==> src/rtl/fft_pkg.sv <==
// Shared constants, sample type and helpers for the FFT I/O stages.
// The helpers are the output bit-reversal mapping and the divide-by-N_PT rounding scaler.
package fft_pkg;

  localparam int unsigned SW     = 17;
  localparam int unsigned N_PT   = 16;
  localparam int unsigned LANES  = 4;
  localparam int unsigned BEATS  = N_PT / LANES;
  localparam int unsigned K_W    = 4;
  localparam int unsigned BEAT_W = 2;

  typedef struct packed {
    logic signed [SW-1:0] re;
    logic signed [SW-1:0] im;
  } sample_t;

  typedef enum logic [0:0] {
    StIdle,
    StStream
  } rd_state_e;

  function automatic logic [K_W-1:0] bitrev4(input logic [K_W-1:0] x);
    return {x[0], x[1], x[2], x[3]};
  endfunction

  // Divide by N_PT with round-half-up, saturated back to SW bits.
  function automatic logic signed [SW-1:0] scale_div(input logic signed [SW-1:0] x);
    logic signed [SW:0] ext;
    logic signed [SW:0] sum;
    logic signed [SW:0] shr;
    ext = x;
    sum = ext + (SW+1)'(8);
    shr = sum >>> 4;
    if (shr[SW] != shr[SW-1]) begin
      return shr[SW] ? {1'b1, {(SW-1){1'b0}}} : {1'b0, {(SW-1){1'b1}}};
    end
    return shr[SW-1:0];
  endfunction

endpackage

==> src/rtl/fft_p2s_bank.sv <==
// Ping-pong sample store: 2 banks x N_PT samples, one beat-wide write, one async read.
// Lanes land at their bit-reversed bin address so the read side walks k in natural order.
module fft_p2s_bank
  import fft_pkg::*;
(
  input  logic                   clk,
  input  logic                   wr_en,
  input  logic                   wr_bank,
  input  logic [BEAT_W-1:0]      wr_beat,
  input  sample_t [LANES-1:0]    wr_data,
  input  logic                   rd_bank,
  input  logic [K_W-1:0]         rd_addr,
  output sample_t                rd_data
);

  sample_t mem_q [2*N_PT];

  always_ff @(posedge clk) begin
    if (wr_en) begin
      for (int l = 0; l < LANES; l++) begin
        mem_q[{wr_bank, bitrev4({wr_beat, 2'(l)})}] <= wr_data[l];
      end
    end
  end

  assign rd_data = mem_q[{rd_bank, rd_addr}];

endmodule

==> src/rtl/fft_p2s_out.sv <==
// FFT output stage: 4-sample beats in, ping-pong buffered, one sample per handshake out.
// Optional FFT_P2S_SCALE_EN divides each component by N_PT on the output register load.
module fft_p2s_out
  import fft_pkg::*;
(
  input  logic                    clk,
  input  logic                    rst_n,
  input  logic                    in_valid,
  output logic                    in_ready,
  input  logic [LANES*2*SW-1:0]   in_data,
  output logic                    out_valid,
  input  logic                    out_ready,
  output logic [2*SW-1:0]         out_data,
  output logic                    out_sof,
  output logic                    out_eof,
  output logic                    ovf_err
);

  logic [1:0]        full_q, full_d, clr;
  logic              wr_bank_q, wr_bank_d;
  logic              rd_bank_q, rd_bank_d;
  logic [BEAT_W-1:0] beat_cnt_q, beat_cnt_d;
  logic [K_W-1:0]    rd_cnt_q, rd_cnt_d;
  rd_state_e         state_q, state_d;
  sample_t           out_q, out_d;
  logic              valid_q, valid_d;
  logic              sof_q, sof_d;
  logic              eof_q, eof_d;
  logic              ovf_q, ovf_d;

  logic              wr_fire, wr_last, rd_fire, load;
  logic              rd_sel_bank;
  logic [K_W-1:0]    rd_sel_addr;
  sample_t           rd_data, load_data;
  sample_t [LANES-1:0] in_lanes;

  assign in_lanes = in_data;
  assign in_ready = !full_q[wr_bank_q];
  assign wr_fire  = in_valid && in_ready;
  assign wr_last  = wr_fire && (beat_cnt_q == BEAT_W'(BEATS-1));
  assign rd_fire  = valid_q && out_ready;

  fft_p2s_bank u_bank (
    .clk     (clk),
    .wr_en   (wr_fire),
    .wr_bank (wr_bank_q),
    .wr_beat (beat_cnt_q),
    .wr_data (in_lanes),
    .rd_bank (rd_sel_bank),
    .rd_addr (rd_sel_addr),
    .rd_data (rd_data)
  );

`ifdef FFT_P2S_SCALE_EN
  assign load_data = {scale_div(rd_data.re), scale_div(rd_data.im)};
`else
  assign load_data = rd_data;
`endif

  // Read FSM: the read address is steered to whatever sample is loaded next.
  always_comb begin
    state_d     = state_q;
    rd_bank_d   = rd_bank_q;
    rd_cnt_d    = rd_cnt_q;
    valid_d     = valid_q;
    load        = 1'b0;
    clr         = 2'b00;
    rd_sel_bank = rd_bank_q;
    rd_sel_addr = '0;
    unique case (state_q)
      StIdle: begin
        if (full_q[rd_bank_q]) begin
          load     = 1'b1;
          rd_cnt_d = '0;
          valid_d  = 1'b1;
          state_d  = StStream;
        end
      end
      StStream: begin
        if (rd_fire) begin
          if (rd_cnt_q == K_W'(N_PT-1)) begin
            clr[rd_bank_q] = 1'b1;
            rd_bank_d      = !rd_bank_q;
            rd_cnt_d       = '0;
            if (full_q[!rd_bank_q]) begin
              load        = 1'b1;
              rd_sel_bank = !rd_bank_q;
            end else begin
              valid_d = 1'b0;
              state_d = StIdle;
            end
          end else begin
            load        = 1'b1;
            rd_sel_addr = rd_cnt_q + K_W'(1);
            rd_cnt_d    = rd_cnt_q + K_W'(1);
          end
        end
      end
      default: state_d = StIdle;
    endcase
  end

  // Write side; a frame-complete write and read on opposite banks both land here.
  always_comb begin
    full_d     = full_q & ~clr;
    wr_bank_d  = wr_bank_q;
    beat_cnt_d = beat_cnt_q;
    if (wr_fire) begin
      beat_cnt_d = beat_cnt_q + BEAT_W'(1);
      if (wr_last) begin
        full_d[wr_bank_q] = 1'b1;
        wr_bank_d         = !wr_bank_q;
        beat_cnt_d        = '0;
      end
    end
    ovf_d = ovf_q | (in_valid & ~in_ready);
  end

  always_comb begin
    out_d = out_q;
    sof_d = sof_q;
    eof_d = eof_q;
    if (load) begin
      out_d = load_data;
      sof_d = (rd_sel_addr == '0);
      eof_d = (rd_sel_addr == K_W'(N_PT-1));
    end
  end

  always_ff @(posedge clk) begin
    if (rst_n) begin
      full_q     <= '0;
      wr_bank_q  <= 1'b0;
      rd_bank_q  <= 1'b0;
      beat_cnt_q <= '0;
      rd_cnt_q   <= '0;
      state_q    <= StIdle;
      out_q      <= '0;
      valid_q    <= 1'b0;
      sof_q      <= 1'b0;
      eof_q      <= 1'b0;
      ovf_q      <= 1'b0;
    end else begin
      full_q     <= full_d;
      wr_bank_q  <= wr_bank_d;
      rd_bank_q  <= rd_bank_d;
      beat_cnt_q <= beat_cnt_d;
      rd_cnt_q   <= rd_cnt_d;
      state_q    <= state_d;
      out_q      <= out_d;
      valid_q    <= valid_d;
      sof_q      <= sof_d;
      eof_q      <= eof_d;
      ovf_q      <= ovf_d;
    end
  end

  assign out_valid = valid_q;
  assign out_data  = out_q;
  assign out_sof   = sof_q;
  assign out_eof   = eof_q;
  assign ovf_err   = ovf_q;

endmodule

==> config.mk <==
export PLATFORM = sky130hd
export DESIGN_NAME = fft_p2s_out
export DESIGN_NICKNAME = d
export VERILOG_FILES = /design/src/rtl/fft_pkg.sv /design/src/rtl/fft_p2s_bank.sv /design/src/rtl/fft_p2s_out.sv
export SDC_FILE = /design/constraint.sdc
export NUM_CORES = 1
export LEC_CHECK = 0
export CORE_MARGIN = 10
export CORE_UTILIZATION = 40
export CTS_CLUSTER_DIAMETER = 100
export DETAILED_ROUTE_END_ITERATION = 16
export GPL_TIMING_DRIVEN = 0
export PLACE_DENSITY = 0.67
export SETUP_SLACK_MARGIN = 0.02
export SYNTH_ARGS = -nofsm -noshare
export SYNTH_HDL_FRONTEND = slang
export SYNTH_SLANG_ARGS = --single-unit
export TNS_END_PERCENT = 100
==> constraint.sdc <==
create_clock -name clk -period 5.9 [get_ports clk]
set_clock_uncertainty 0.2 [all_clocks]
set_input_delay 1.18 -clock clk [delete_from_list [all_inputs] [get_ports clk]]
set_output_delay 1.18 -clock clk [all_outputs]
set_load 0.005 [all_outputs]
# Word level (Yosys, flattened, before mapping)
# Memory sizes are Yosys's and may differ from the RTL's. A register that Yosys moved wholly into a read port is not among the register bits.
# Index checks and enable logic that the tools add are counted.
dict set report classes {
  bitwise_logic 6
  eq_ne 7
  shifts 0
  mux 40
  mul 0
  reduce_logical 13
  div_mod_pow 0
  magnitude_cmp 5
  add_sub_neg 2
}
# operator count
set op_table {}
lappend op_table {{1-bit 2-to-1 mux} 23}
lappend op_table {{4-bit 2-to-1 mux} 5}
lappend op_table {{2-bit 2-to-1 mux} 6}
lappend op_table {{4-bit equality test, second input constant} 2}
lappend op_table {{4-bit case mux with 2 select lines} 1}
lappend op_table {{1-bit by 2-bit less-than comparator with 1-bit output, second input constant} 3}
lappend op_table {{1-bit case mux with 2 select lines} 3}
lappend op_table {{1-bit logical AND} 5}
lappend op_table {{4-bit by 1-bit adder with 4-bit output, second input constant} 1}
lappend op_table {{4-bit logical NOT} 1}
lappend op_table {{2-bit by 1-bit != test with 1-bit output, second input constant} 2}
lappend op_table {{2-bit != test, second input constant} 2}
lappend op_table {{2-bit AND reduction} 2}
lappend op_table {{4-bit AND reduction} 1}
lappend op_table {{1-bit logical NOT} 3}
lappend op_table {{3-bit AND reduction} 1}
lappend op_table {{2-bit by 1-bit adder with 2-bit output, second input constant} 1}
lappend op_table {{2-bit bitwise AND} 1}
lappend op_table {{1-bit demux with 1-bit select} 2}
lappend op_table {{2-bit equality test, second input constant} 1}
lappend op_table {{1-bit greater-or-equal comparator, second input constant} 2}
lappend op_table {{2-bit inverter} 1}
lappend op_table {{2-bit OR} 1}
lappend op_table {{1-bit bitwise AND} 1}
lappend op_table {{2 further kinds} 2}
dict set report word_totals {
  out_inout_bits 39
  latchBits 0
  n_memories 1
  regBits 15
  wordCells 84
  inputBits 140
  ram_bits 1088
  mem_bits_ro 0
}
# memory words word_bits read_ports rd_ports_with_merged_regs wr line_no
set memory_table {}
lappend memory_table {u_bank.mem_q 32 34 1 1 4 fft_p2s_bank.sv:16} ;# sample_t mem_q [2*N_PT];

# Longest topological paths before layout
# Gate-level depths: netlist of the first run.
dict set report logic_depth {
  depth_word 12
  ltp_mapped 12
  depth_no_buf 7
}

# Modules after synthesis
# From an unflattened synthesis of the first run, not the netlist that was laid out.
dict set report unflattened {
  hier_cells 2575
  area_unflattened_um2 44727.9
}
# mod area_per_inst_um2 cells_per_inst seq_area_each_um2 n_inst
set by_module_without_submodules {}
lappend by_module_without_submodules {fft_p2s_bank 42273.0 2332 32671.3 1}
lappend by_module_without_submodules {fft_p2s_out 2454.9 243 980.9 1}

# Least setup slack after synthesis of the first run
# No wires, ideal clock.
dict set report synth_timing {
  kind {input port to flip-flop}
  start {in in_valid}
  end {mem u_bank.mem_q[0][0] in the netlist's numbering, enable pin}
  n_path_buf 0
  required_time_ns 5.188
  arrival_ns 4.580
  path_slack_ns 0.608
  setup_ns 0.512
  cell_stages 3
  cell_sequence {nand2_1 -> nor2_1 -> and2_1}
}
# element line_no
set synth_lines {}
lappend synth_lines {{from (decl)} fft_p2s_out.sv:8} ;# input logic in_valid,
lappend synth_lines {{to (decl)} fft_p2s_bank.sv:16}

# Final worst setup path of the first run
dict set report layout_timing {
  start {in out_ready}
  end {reg, netlist name out_data[2]}
}
dict set report layout_via {
  elab_chain_len 3
  elab_cells_between_ends 7
  classes_between {6 x mux; 1 x reduce/logical}
}
# element line_no
set layout_lines {}
lappend layout_lines {{from (decl)} fft_p2s_out.sv:12} ;# input logic out_ready,
lappend layout_lines {{1-bit logical AND (*)} fft_p2s_out.sv:41} ;# assign rd_fire = valid_q && out_ready;
lappend layout_lines {{1-bit 2-to-1 mux / 4-bit 2-to-1 mux (equally long branches)} fft_p2s_out.sv:80} ;# if (rd_fire) begin
lappend layout_lines {{1-bit case mux with 2 select lines (tied with other cells)} fft_p2s_out.sv:70} ;# unique case (state_q)
# Every way passes the cells marked *; elsewhere a longest branch is shown, timed or not.
# A chain may end at the register's enable or synchronous reset.

==> summary.md, run 1 <==
| Metric | Value |
|---|---|
| Outcome | `completed` |
| RSZ-0062 raised after global routing | `no` |
| Later-pin clock latency in the skew report | `about 0.7 ns` |
| IO Count | `179` |
| Maxcap violations | `0` |
| Prevailing post-synth register cell | `edfxtp_1` |
| CTS root buf | `clkbuf_16` |
| Fill cell count | `about 9400` |
| Die Span Y | `~360 µm` |
| Crit end category | `flop` |
| Die Span X | `between 300 and 400 µm` |
| Synth warn | `0` |
| Core footprint | `around 0.11 mm²` |
| Design Area, Final | `between 0.05 and 0.06 mm²` |
| Fraction of layout cells with a size suffix above 1 | `between 10% and 20%` |
| Initial antenna violation count | `33` |
| Synth Instances | `2873` |
| Initial core utilization | `about two fifths` |
| Slew Limit Fails | `0` |
| CTS max path bufs | `3` |
| CTS tree | `done` |
| Hold slack | `between 0.2 and 0.3 ns` |
| Total global routing overflow | `0` |
| GPL Wtd Cong | `around 0.92` |
| Vias post-DR | `roughly 28000` |
| GRT Util Overall | `between 20% and 30%` |
| Area occupied by registers | `about 0.034 mm²` |
| Fmax | `about 210 MHz` |
| Floorplan row count | `roughly 120` |
| CTS buffer count | `around 110` |
| Final Net Count | `about 3300` |
| Worst-margin pin slew | `1.336 ns` |
| LEAKAGE | `about 17 nW` |
| Post-route insts no fill | `4780` |
| Drt total wl | `140700 µm` |
| Flop2flop setup slack | `between 1.5 and 2 ns` |
| Clock slew at reported path FFs | `~0.07 ns` |
| Fin. Hold Viols | `0` |
| Largest net degree at the start of global routing | `85` |
| First-pass GRT wire length | `approximately 200000 µm` |
| Area post-placement | `0.04964 mm²` |
| Power Dens Cells | `305.7 mW/mm²` |
| Die area | `around 0.13 mm²` |
| Area of the multi-input gates | `approximately 0.011 mm²` |
| CP max FO | `10` |
| Netlist Area Pre-Place | `approximately 0.045 mm²` |
| EDFF count, synth | `~1100` |
| Post-CTS Setup Inserts | `0` |
| DRT iter0 DRCs | `4053` |
| Total clock sinks | `about 1100` |
| DRT Pass-1 Iters | `5` |
| DP Cell Count | `4573` |
| Type of origin of the critical path | `input port` |
| Average wire per standard cell | `between 20 and 30 µm` |
| Post-route ant nets | `0` |
| Port Buffers | `around 180` |
| Tightest Hold Check Type | `reg -> reg` |
| P&R area growth vs syn | `16.94%` |
| Residual DRC count | `0` |
| Post-cts hold buffer count | `0` |
| Worst EP arrival | `5.06 ns` |
| Peak supply drop | `0.2463 mV` |
| Post-synthesis sequential area ratio | `74.21%` |
| Hpwl dp | `93860 µm` |
| Async set or reset register ratio after synthesis | `0%` |
| Post-layout total power | `~16 mW` |
| Syn avg cell area | `roughly 16 µm²` |
| Resized cells post-CTS | `0` |
| Critical path class | `in -> reg` |
| Tmin final | `4.730 ns` |
| Required @ worst endpoint | `slightly above 6 ns` |
| Period utilisation layout | `80.17%` |
| Via/cell ratio | `just under 6` |
| Seq cells post-synth | `1137` |
| Yosys cell types | `64` |
| Htree depth | `3` |
| Synth Net Count | `slightly above 3000` |
| Worst slew margin | `10.93%` |
| Vias in the first global route | `26540` |
| Final Setup Violations | `0` |
[power breakdown]
part / internal [mW] / switching [mW]
combinational: 0.178 / 0.308
clock: 3.76 / 2.92
sequential: 9.01 / 0.0379
[critical path, cell delays in order]
cell and delay, ns:
clkdlybuf4s50_1 0.50, and3_1 0.22, buf_2 0.14, buf_2 0.22
nand2_1 0.30, clkbuf_1 0.86, nor2_1 0.51, a211oi_1 0.89
a311oi_1 0.22
[path summary, 6_finish.rpt]
path	from	cells past startpoint	endpoint
hold reg to reg	out_data[16]$_SDFFE_PP0P_	2	out_data[16]$_SDFFE_PP0P_
hold / removal	out_data[16]$_SDFFE_PP0P_	2	out_data[16]$_SDFFE_PP0P_
setup / recovery	out_ready	9	out_data[2]$_SDFFE_PP0P_
setup reg to reg	rd_cnt_q[1]$_SDFFE_PP0P_	9	out_data[6]$_SDFFE_PP0P_
[metal layers]
metal  global-route usage, %  part of all wire, %  vias to the layer above
met1                   28.20                   38                    14070
met2                   33.70                   46                     1812
met3                   5.833                   12                      314
met5                       0                 0.18                        -
li1                        -                    -                    11930
met4                   7.905                  3.7                       38
[cell usage after synthesis, drive strengths merged (5+ instances only)]
cell	n	share of area, %
edfxtp	1088	72
nand2	371	3.1
mux2i	330	7.3
nand3	167	1.9
buf	118	1.7
a21oi	103	1.1
clkbuf	68	0.56
mux2	63	1.6
o31ai	58	0.96
dfxtp	49	2.2
a211oi	48	0.82
o22ai	37	0.51
and3	35	0.48
nor4	35	0.53
o21ai	34	0.38
nor2	26	0.23
a22oi	24	0.40
nand4	24	0.33
nor3	21	0.24
a221oi	20	0.52
a311oi	19	0.37
a31oi	19	0.26
o41ai	13	0.25
a221o	12	0.26
and2	12	0.17
mux4	9	0.45
inv	8	0.066
a32o	7	0.15
a32oi	7	0.14
a31o	5	0.097
ha	5	0.14
[registers in the layout, indices dropped and copies added, names as in the netlist, 2 cells and up]
name	count
u_bank.mem_q	1088
out_data	34
rd_cnt_q	4
beat_cnt_q	2
full_q	2
[cells by family after synthesis]
kind of cell	count (synthesis)	synth area share [%]
XOR/XNOR	3	0.07452
flip-flops	1137	74.21
adder cells (fa/ha/maj)	5	0.1380
buffers and inverters	194	2.323
multiplexers	402	9.379
AND/OR/NAND/NOR	696	7.022
AO/OA/AOI/OAI	436	6.849
[per-stage QoR]
| stage | setup TNS [ns] | utilization (%) | setup WS [ns] |
|---|---|---|---|
| floorplan | 0 | - | 0.6083 |
| global placement | -3409.49 | 43.55 | -3.334 |
| detailed placement | 0 | 44.12 | 0.6476 |
| CTS | 0 | 47.11 | 1.366 |
| global route | 0 | 47.13 | 1.240 |
| finish | 0 | 47.14 | 1.170 |
[placed cells by master (no fill, tap or decap), types with 12 or more instances in the layout]
cell	n
a211oi_1	47
a21oi_1	102
a221o_1	12
a22oi_1	23
a311oi_1	19
a31oi_1	19
and3_1	31
buf_1	13
buf_16	20
buf_2	53
buf_4	35
buf_6	18
clkbuf_1	103
clkbuf_16	107
clkdlybuf4s50_1	177
clkinv_1	17
clkinv_2	18
dfxtp_1	49
edfxtp_1	1088
mux2_2	51
mux2i_1	330
nand2_1	370
nand3_1	165
nand4_1	24
nor2_1	23
nor3_1	20
nor4_1	33
o21ai_0	28
o22ai_1	37
o31ai_1	58
o41ai_1	13
[layout make-up]
class,count,share of cell area [%]
Inverter,8,0.07078
Antenna cell,11,0.05191
Clock buffer,147,5.427
Multi-Input combinational cell,1542,20.14
Clock inverter,49,0.9131
Tap cell,1500,3.539
Buffer,186,1.930
Sequential cell,1137,63.46
Timing Repair Buffer,200,4.467
(Power assumes the default switching activity.)
==> run 2, diff against run 1 <==
Settings changed: PLACE_DENSITY 0.67 to 0.69.
Clock period 5.9 ns to 4.3 ns, I/O delays scaled along.
==> summary.md, run 2 (synthesis gave the netlist of run 1 again) <==
| Metric | Value |
|---|---|
| Outcome | `completed` |
| Largest net degree at the start of global routing | `54` |
| Fin util | `a little under half` |
| Drt total wl | `about 140000 µm` |
| CTS root buf | `clkbuf_16` |
| Peak supply drop | `0.3104 mV` |
| Hpwl dp | `between 90000 and 100000 µm` |
| CP max FO | `10` |
| Port Buffers | `between 150 and 200` |
| Vias post-DR | `between 20000 and 30000` |
| Die Span X | `356.7 µm` |
| Crit end category | `flop` |
| Required @ worst endpoint | `between 4 and 5 ns` |
| Floorplan row count | `~120` |
| LEAKAGE | `16.97 nW` |
| Core footprint | `0.1125 mm²` |
| Worst EP arrival | `4.58 ns` |
| DP Cell Count | `around 4600` |
| Met3 Use GR | `~5.5%` |
| CTS buffer count | `around 110` |
| IO Count | `roughly 180` |
| Largest register by flop count | `u_bank.mem_q` |
| GPL Wtd Cong | `about 0.94` |
| Setup TNS Final | `0 ns` |
| Switching pwr | `4.523 mW` |
| Fmax | `between 200 and 250 MHz` |
| Design Area, Final | `approximately 0.053 mm²` |
| Post-route ant nets | `0` |
| Most common cell after layout, fill and taps aside | `edfxtp_1` |
| Fill cell count | `roughly 9400` |
| Hold slack | `0.2682 ns` |
| Slew Limit Fails | `0` |
| Clock power share | `41.3%` |
| Total clock sinks | `1137` |
| Initial core utilization | `40.31%` |
| Final Setup Violations | `0` |
| Later-pin clock latency in the skew report | `~0.71 ns` |
| P&R area growth vs syn | `17.02%` |
| RSZ-0062 raised after global routing | `no` |
| Tmin final | `between 4 and 5 ns` |
| Residual DRC count | `0` |
| Final Net Count | `approximately 3300` |
| Initial antenna violation count | `35` |
| DRT iter0 DRCs | `~4400` |
| Period utilisation layout | `98.64%` |
| Routing usage on met1 | `between 20% and 30%` |
| DRT Pass-1 Iters | `7` |
| Power Dens Cells | `approximately 420 mW/mm²` |
| CTS tree | `done` |
| Die Span Y | `~360 µm` |
| First-pass GRT wire length | `approximately 200000 µm` |
| Post-route insts no fill | `approximately 4800` |
| Via/cell ratio | `just under 6` |
| Htree depth | `3` |
| Maxcap violations | `0` |
| Fraction of layout cells with a size suffix above 1 | `between 10 and 15%` |
| Area post-placement | `between 0.04 and 0.05 mm²` |
| CTS max path bufs | `3` |
| Fin. Hold Viols | `0` |
| Worst-margin pin slew | `between 1 and 1.5 ns` |
| Die area | `0.1272 mm²` |
| Global-route met2 utilization | `33.15%` |
| Type of origin of the critical path | `input port` |
| Gate power share | `around 3%` |
| Vias in the first global route | `27040` |
| Switching Fraction | `between 20% and 30%` |
| Sequential Power Share | `between 50% and 60%` |
| Critical path class | `in -> reg` |
| Max reg flops | `about 1100` |
| Most frequent cells in the layout | `edfxtp_1, nand2_1, mux2i_1` |
| Final WS setup | `roughly 0.06 ns` |
| Post-layout total power | `22.27 mW` |
| Cell-internal power | `17.75 mW` |
| GRT Util Overall | `about a fifth` |
| Average wire per standard cell | `a little under 30 µm` |
| Tightest Hold Check Type | `reg -> reg` |
| Worst slew margin | `slightly below 9%` |
| Clock slew at reported path FFs | `~0.070 ns` |
| Total global routing overflow | `0` |
| Setup WS pre-CTS | `-0.5865 ns` |
| GRT busiest layer | `met2` |
-- run 2: cell types whose count changed in the layout (fill, tap and decap cells not counted), sizes merged --
cell	change
diode	-1
clkbuf	+5
buf	+3
clkinv	+1
inv	+1
bufinv	-3
clkinvlp	-1
-- run 2: metal layers --
metal	wire (µm)	vias up	share of wire (%)
li1	-	11910	-
met1	53010	14030	38
met2	63760	1945	45
met3	16990	392	12
met4	6823	36	4.8
met5	221	-	0.16
-- run 2: cell type report --
class / instances / area (µm²) / area share [%]
timing repair buffer: 203 / 2386 / 4.496
antenna: 10 / 25.02 / 0.04716
inverter: 8 / 33.78 / 0.06366
clock inverter: 47 / 401.6 / 0.7569
sequential: 1137 / 33650 / 63.42
tap: 1500 / 1877 / 3.537
multi-input combinational: 1542 / 10680 / 20.12
buffer: 186 / 1023 / 1.929
clock buffer: 152 / 2988 / 5.631
-- run 2: final timing paths --
check	to	cells after the start	slack [ns]	start
setup / recovery	out_data[2]$_SDFFE_PP0P_	9	0.06	out_ready
hold / removal	out_data[16]$_SDFFE_PP0P_	2	0.27	out_data[16]$_SDFFE_PP0P_
setup reg to reg	out_data[14]$_SDFFE_PP0P_	9	0.09	rd_cnt_q[1]$_SDFFE_PP0P_
hold reg to reg	out_data[16]$_SDFFE_PP0P_	2	0.27	out_data[16]$_SDFFE_PP0P_
-- run 2: repair_timing --
item	in CTS	in global routing
gates resized for setup	0	1
hold buffers	0	0
buffers inserted	0	0
endpoints found under the setup margin	0	3
-- run 2: critical path: stages --
cell	delay (ns)
clkdlybuf4s50_1	0.50
and3_1	0.23
buf_2	0.14
buf_2	0.22
nand2_1	0.26
clkbuf_1	0.92
nor2_2	0.37
a211oi_1	0.84
a311oi_1	0.19
-- run 2: power groups by stage --
stage	sequential (mW)	clock (mW)	combinational [mW]
after floorplan	12.7	0	0.231
after global placement	12.7	0	0.601
after detailed placement	12.6	0	0.654
after CTS	12.4	9.22	0.657
after global routing	12.4	9.70	0.705
final	12.4	9.19	0.664
